==> src/rtl/seq_divider_16bit.sv <==
// Iterative unsigned restoring divider: one trial subtraction per cycle, WIDTH cycles per result.
// Divide-by-zero short-circuits to the DONE state with an all-ones quotient and the dividend as remainder.
module seq_divider_16bit #(
   parameter int WIDTH = 16
) (
   input  logic             clk,
   input  logic             rst,
   input  logic             start,
   input  logic [WIDTH-1:0] Dividend,
   input  logic [WIDTH-1:0] Divisor,
   output logic [WIDTH-1:0] Quotient,
   output logic [WIDTH-1:0] Remainder,
   output logic             DivZero,
   output logic             busy,
   output logic             done
);

   localparam int CNT_W = (WIDTH > 2) ? $clog2(WIDTH) : 1;
   localparam logic [CNT_W-1:0] LAST_ITER = CNT_W'(WIDTH - 1);

   typedef enum logic [1:0] {
      S_IDLE = 2'd0,
      S_RUN  = 2'd1,
      S_DONE = 2'd2
   } state_t;

   state_t            state_q, state_d;
   logic [WIDTH:0]    rem_q, rem_d;      // working remainder, one guard bit
   logic [WIDTH-1:0]  acc_q, acc_d;      // dividend bits shift out, quotient bits shift in
   logic [WIDTH-1:0]  dsr_q, dsr_d;
   logic [CNT_W-1:0]  cnt_q, cnt_d;
   logic [WIDTH-1:0]  quotient_q, quotient_d;
   logic [WIDTH-1:0]  remainder_q, remainder_d;
   logic              div_zero_q, div_zero_d;
   logic              done_q, done_d;

   logic [WIDTH:0]    shifted;
   logic [WIDTH:0]    trial;
   logic [WIDTH:0]    step_rem;
   logic [WIDTH-1:0]  step_acc;

   // One restoring step: a negative trial (guard bit set) keeps the shifted remainder.
   always_comb begin
      shifted  = {rem_q[WIDTH-1:0], acc_q[WIDTH-1]};
      trial    = shifted - {1'b0, dsr_q};
      step_rem = trial[WIDTH] ? shifted : trial;
      step_acc = {acc_q[WIDTH-2:0], ~trial[WIDTH]};
   end

   always_comb begin
      state_d     = state_q;
      rem_d       = rem_q;
      acc_d       = acc_q;
      dsr_d       = dsr_q;
      cnt_d       = cnt_q;
      quotient_d  = quotient_q;
      remainder_d = remainder_q;
      div_zero_d  = div_zero_q;
      done_d      = 1'b0;

      case (state_q)
         S_IDLE, S_DONE: begin
            state_d = S_IDLE;
            if (start) begin
               rem_d = '0;
               cnt_d = '0;
               acc_d = Dividend;
               dsr_d = Divisor;
               if (Divisor == '0) begin
                  state_d     = S_DONE;
                  done_d      = 1'b1;
                  quotient_d  = '1;
                  remainder_d = Dividend;
                  div_zero_d  = 1'b1;
               end else begin
                  state_d = S_RUN;
               end
            end
         end
         S_RUN: begin
            rem_d = step_rem;
            acc_d = step_acc;
            cnt_d = cnt_q + 1'b1;
            if (cnt_q == LAST_ITER) begin
               state_d     = S_DONE;
               done_d      = 1'b1;
               quotient_d  = step_acc;
               remainder_d = step_rem[WIDTH-1:0];
               div_zero_d  = 1'b0;
            end
         end
         default: state_d = S_IDLE;
      endcase
   end

   always_ff @(posedge clk or posedge rst) begin
      if (rst) begin
         state_q     <= S_IDLE;
         rem_q       <= '0;
         acc_q       <= '0;
         dsr_q       <= '0;
         cnt_q       <= '0;
         quotient_q  <= '0;
         remainder_q <= '0;
         div_zero_q  <= 1'b0;
         done_q      <= 1'b0;
      end else begin
         state_q     <= state_d;
         rem_q       <= rem_d;
         acc_q       <= acc_d;
         dsr_q       <= dsr_d;
         cnt_q       <= cnt_d;
         quotient_q  <= quotient_d;
         remainder_q <= remainder_d;
         div_zero_q  <= div_zero_d;
         done_q      <= done_d;
      end
   end

   assign Quotient  = quotient_q;
   assign Remainder = remainder_q;
   assign DivZero   = div_zero_q;
   assign busy      = (state_q == S_RUN);
   assign done      = done_q;

endmodule

==> config.mk <==
export PLATFORM = sky130hd
export DESIGN_NAME = seq_divider_16bit
export DESIGN_NICKNAME = d
export VERILOG_FILES = /design/src/rtl/seq_divider_16bit.sv
export SDC_FILE = /design/constraint.sdc
export NUM_CORES = 1
export LEC_CHECK = 0
export CAP_MARGIN = 15
export CORE_MARGIN = 2
export CORE_UTILIZATION = 50
export CTS_BUF_LIST = sky130_fd_sc_hd__clkbuf_16
export DETAILED_ROUTE_END_ITERATION = 7
export PLACE_DENSITY = 0.87
export SYNTH_ARGS = -nofsm -noshare
export SYNTH_HDL_FRONTEND = slang
export SYNTH_SLANG_ARGS = --single-unit
==> constraint.sdc <==
create_clock -name clk -period 8.15 [get_ports clk]
set_input_delay 1.2225 -clock clk [delete_from_list [all_inputs] [get_ports clk]]
set_output_delay 1.2225 -clock clk [all_outputs]
set_load 0.02 [all_outputs]
; ---- Word level (Yosys, flattened, before mapping)
; Index checks and enable logic that the tools add are counted.
[totals]
reg_bits = 88
output_inout_bits = 35
elab_cells = 52
[classes]
addsub = 2
eq_ne = 6
n_mux = 27
bitwise_logic = 1
n_reduce_logical = 7
[op_table]
columns = operator, count
row1 = two-way mux 16 bit, 9
row2 = case mux 16 bit (2 select lines), 4
row3 = subtractor 17 x 16 -> 17 bit, 1
row4 = logical NOT 16 bit, 1
row5 = case mux 4 bit (2 select lines), 1
row6 = two-way mux 1 bit, 6
row7 = two-way mux 2 bit, 3
row8 = "adder 4 x 1 -> 4 bit, second input constant", 1
row9 = "equality test 4 bit, second input constant", 1
row10 = two-way mux 4 bit, 1
row11 = "inequality test 2 bit, second input constant", 2
row12 = case mux 1 bit (2 select lines), 2
row13 = case mux 2 bit (2 select lines), 1
row14 = AND reduction 2 bit, 2
row15 = AND reduction 4 bit, 1
row16 = "equality test 2 x 1 -> 1 bit, second input constant", 1
row17 = "equality test 2 bit, second input constant", 1
row18 = logical NOT 2 bit, 1
row19 = "inequality test 2 x 1 -> 1 bit, second input constant", 1
row20 = nonzero test 2 bit, 1
row21 = OR reduction 2 bit, 1
row22 = NOT 1 bit, 1

; ---- Depth between registers and ports, before layout
[logic_depth]
ltp_word = 4
ltp_mapped = 13

; ---- Least setup slack after synthesis
; Ideal clock, no wire load.
[synth_timing]
kind = input to register
start = input Divisor[12]
end = register quotient_q[1] (netlist: Quotient[1])
setup_ps = 137
arrival_time_ps = 2625
path_slack_ps = 5388
cell_stages = 8
cell_sequence = nor4_1 > nand4_1 > nor2_1 > nor2_1 > inv_1 > clkbuf_1 > buf_1 > a21oi_1
[synth_via]
elab_chain_len = 3
[synth_rtl]
columns = item, line
row1 = from (decl), 10  ; input logic [WIDTH-1:0] Divisor,
row2 = logical NOT 16 bit, 69  ; if (Divisor == '0) begin
row3 = inequality test 2 bit (no source line), n/a
row4 = AND reduction 4 bit (no source line), n/a
row5 = to (signal assigned), 113  ; quotient_q <= quotient_d;
row6 = to (decl), 32  ; logic [WIDTH-1:0] quotient_q, quotient_d;
; Every way passes these cells.
; A chain may end at the register's enable or synchronous reset.

; ---- Final worst setup path
[layout_timing]
start = register state_q[0]
end = output busy
[layout_via]
elab_chain_len = 1
[layout_rtl]
columns = item, line
row1 = from (decl), 27  ; state_t state_q, state_d;
row2 = from (signal assigned), 108  ; state_q <= state_d;
row3 = equality test 2 x 1 -> 1 bit, 123  ; assign busy = (state_q == S_RUN);
row4 = to (decl), 14  ; output logic busy,
; Every way passes these cells.

==> impl_metrics.py <==
metrics = {
    "clock_network": {
        "clock_latency_ns": 0.34,
        "cts-root-buf": "clkbuf_16",
        "cts_made_buffers": 9,
        "cts.repair.resized": 0,
        "post-cts-setup-buffers": 0,
        "htreeDepth": 3,
        "clockBufferDepth": 2,
        "clock-sinks": 88,
        "clk_pin_slew_ns": 0.06,
        "hold_buffers": 0,
        "cts_tree": "yes",
    },
    "drt": {
        "drc": 0,
        "first_pass_iters": 5,
        "num_vias": 3968,
        "ant_nets": 0,
        "routedWlPerCell_um": 16.83,
        "drt_iter0_drc": 235,
        "route.final.wire_length_um": 11340,
        "drt-vias-per-instance": 5.887,
    },
    "critical_path": {
        "cp.arrival_ns": 2.73,
        "crit_type": "reg -> out",
        "cp_data_required_time_ns": 6.93,
        "ff2ff_path_depth": 11,
        "reg2reg_from": "acc_q[15]$_DFFE_PP0P_",
        "cp-start-kind": "flip-flop",
        "r2r_end": "Remainder[9]$_DFFE_PP0P_",
        "endpoint_kind": "primary output",
        "crit_fanout": 57,
        "reg2reg_slack_ns": 4.40,
    },
    "placement": {
        "port_buffers": 69,
        "place_congestion": 0.8216,
        "dp_slack_ns": 3.036,
        "dp_hpwl_um": 7681,
    },
    "yosys": {
        "synthCells": 502,
        "synth_top_flop_cell": "dfrtp_1",
        "synth_edf_count": 0,
        "synth_cell_types": 49,
        "synth_seq_cells": 88,
        "syn_area_sq_um": 4552,
        "synth_nets": 555,
        "synth-seq-area-share_pct": 48.38,
        "yosysWarnings": 0,
        "avgSynthCellArea_sq_um": 9.067,
        "async_flop_share_pct": 100.0,
    },
    "pwr": {
        "ir_drop_mv": 0.2536,
        "power_leakage_uw": 0.002561,
        "finalPower_uw": 2812,
        "power_density_nw_per_um2": 500.2,
    },
    "cells_and_area": {
        "syn_to_final_growth_pct": 23.50,
        "n_fill_cell": 693,
        "diodes": 0,
        "drive_gt1_share_pct": 5.477,
        "fin_nets": 614,
    },
    "sta": {
        "setup_slack_ns": 4.198,
        "clock-skew-final_ns": 0.009818,
        "finalCritPeriodShare_pct": 48.49,
        "final-setup-viol-count": 0,
        "period_needed_ns": 3.952,
        "relSlewSlack_pct": 24.72,
        "finalMaxSlewViolations": 0,
        "fmax_ghz": 0.2531,
        "rsz0062_at_grt": "false",
        "setup_tns_ns": 0,
        "worst-slew-pin-transition_ns": 1.129,
        "hold_viol_final": 0,
    },
    "grt": {
        "grt_max_degree": 89,
        "antenna_found_initial": 0,
        "grt_pass1_wl_um": 18670,
        "grt-ovfl-total": 0,
        "grt_pass1_vias": 3814,
        "grtUsageTotal_pct": 23.55,
    },
    "floorplanning": {
        "ios": 70,
        "initial_core_util_pct": 51.94,
        "coreArea_sq_um": 8763,
        "rows": 34,
        "die_width_um": 99.42,
        "die-area_sq_um": 9883,
        "die_h_um": 99.42,
    },
    "min_path": {
        "hold_class": "reg -> reg",
        "min_to": "Remainder[0]$_DFFE_PP0P_",
        "hold_depth": 1,
        "hold_path.startpoint": "Remainder[0]$_DFFE_PP0P_",
    },
    "flow_run": {
        "maxCapViolCount": 0,
    },
    "outcome": {
        "outcome": "finished, final reports clean",
    },
}
stage by stage:
step	area (sq um)	utilization (%)	instances	hold slack, ns
detailed placement	5251	59.92	654	0.4752
global route	5622	64.15	674	0.5213
finish	5622	64.15	674	0.4843
floorplan	4552	-	502	0.4497
CTS	5548	63.31	670	0.4897
global placement	5251	59.92	654	0.4664
cell usage after synthesis, types with 6 or more instances:
library cell	instances	area, sq um
nor2_1	49	183.9
a21oi_1	43	215.2
a31oi_1	17	106.4
nand2_1	81	304.0
xnor2_1	6	52.55
ha_1	17	212.7
a21o_1	16	120.1
o21ai_0	51	255.2
clkbuf_1	18	67.56
inv_1	22	82.58
dfrtp_1	88	2202
mux2i_1	12	120.1
critical path: stages (launching register included):
cell and delay [ns]:
dfrtp_1 0.40, nand2b_2 0.07, buf_4 0.44, clkinv_1 0.71
clkdlybuf4s50_1 0.74
registers in the layout (all words and copies together), names as in the netlist:
signal / flops
cnt_q: 4
rem_q: 16
dsr_q: 16
acc_q: 16
Remainder: 16
done: 1
Quotient: 16
state_q: 2
DivZero: 1
cell type report:
class | count | area, sq um | area share [%]
repair buffers | 76 | 787.0 | 14.00
clock inverters | 7 | 71.32 | 1.269
multi-input cells | 363 | 2113 | 37.59
well taps | 108 | 135.1 | 2.404
inverters | 23 | 87.58 | 1.558
flip-flops and latches | 88 | 2202 | 39.17
clock buffers | 9 | 225.2 | 4.006
placed cells by master, fill, tap and decap left out, drive strengths merged, types with 2 or more instances in the layout:
| cell | n |
|---|---|
| clkbuf | 9 |
| xor2 | 4 |
| a21oi | 43 |
| nand3 | 5 |
| and2b | 4 |
| o211ai | 3 |
| nor4 | 4 |
| nand2 | 81 |
| a22oi | 2 |
| a211o | 4 |
| dfrtp | 88 |
| clkinv | 4 |
| clkinvlp | 2 |
| o22a | 2 |
| nor2 | 49 |
| o21ai | 52 |
| nand4 | 5 |
| nor2b | 4 |
| o2111ai | 2 |
| nand2b | 3 |
| a21o | 16 |
| inv | 23 |
| and4 | 2 |
| o21a | 2 |
| a211oi | 3 |
| ha | 17 |
| a31oi | 17 |
| o31ai | 3 |
| a22o | 3 |
| or2 | 3 |
| xnor2 | 6 |
| clkdlybuf4s50 | 69 |
| mux2i | 12 |
| and3 | 3 |
| buf | 7 |
cells by family (layout without fill, tap and decap cells):
family                   after synthesis  in the layout  share of synthesized area [%]
AO/OA/AOI/OAI                        157            157                          20.73
XOR/XNOR                              10             10                          1.924
adder cells (fa/ha/maj)               18             18                          5.113
buffers and inverters                 51            115                          5.305
flip-flops                            88             88                          48.38
multiplexers                          13             13                          2.969
AND/OR/NAND/NOR                      165            165                          15.59
worst max-delay path by stage:
stage | startpoint | slack [ns] | cells after the start | endpoint
after floorplan | rst | 4.65 | 1 | DivZero$_DFFE_PP0P_
after global placement | start | 3.31 | 8 | Remainder[13]$_DFFE_PP0P_
after detailed placement | start | 3.04 | 8 | Remainder[10]$_DFFE_PP0P_
after CTS | start | 3.34 | 8 | Remainder[10]$_DFFE_PP0P_
after global routing | state_q[0]$_DFFE_PP0N_ | 4.06 | 4 | busy
final | state_q[0]$_DFFE_PP0N_ | 4.20 | 4 | busy
power breakdown:
group | switching [uW] | internal (uW) | total [uW]
Clock | 170 | 237 | 407
Combinational | 954 | 676 | 1630
Sequential | 127 | 647 | 774
Total | 1250 | 1560 | 2810
per-layer routing:
layer | global-route usage (%) | vias up | wire, um
li1 | - | 1866 | -
met1 | 32.85 | 1924 | 5093
met2 | 37.63 | 152 | 5418
met3 | 3.443 | 26 | 593
met4 | 8.851 | 0 | 235
met5 | 0 | - | 0
(Power assumes the default switching activity.)
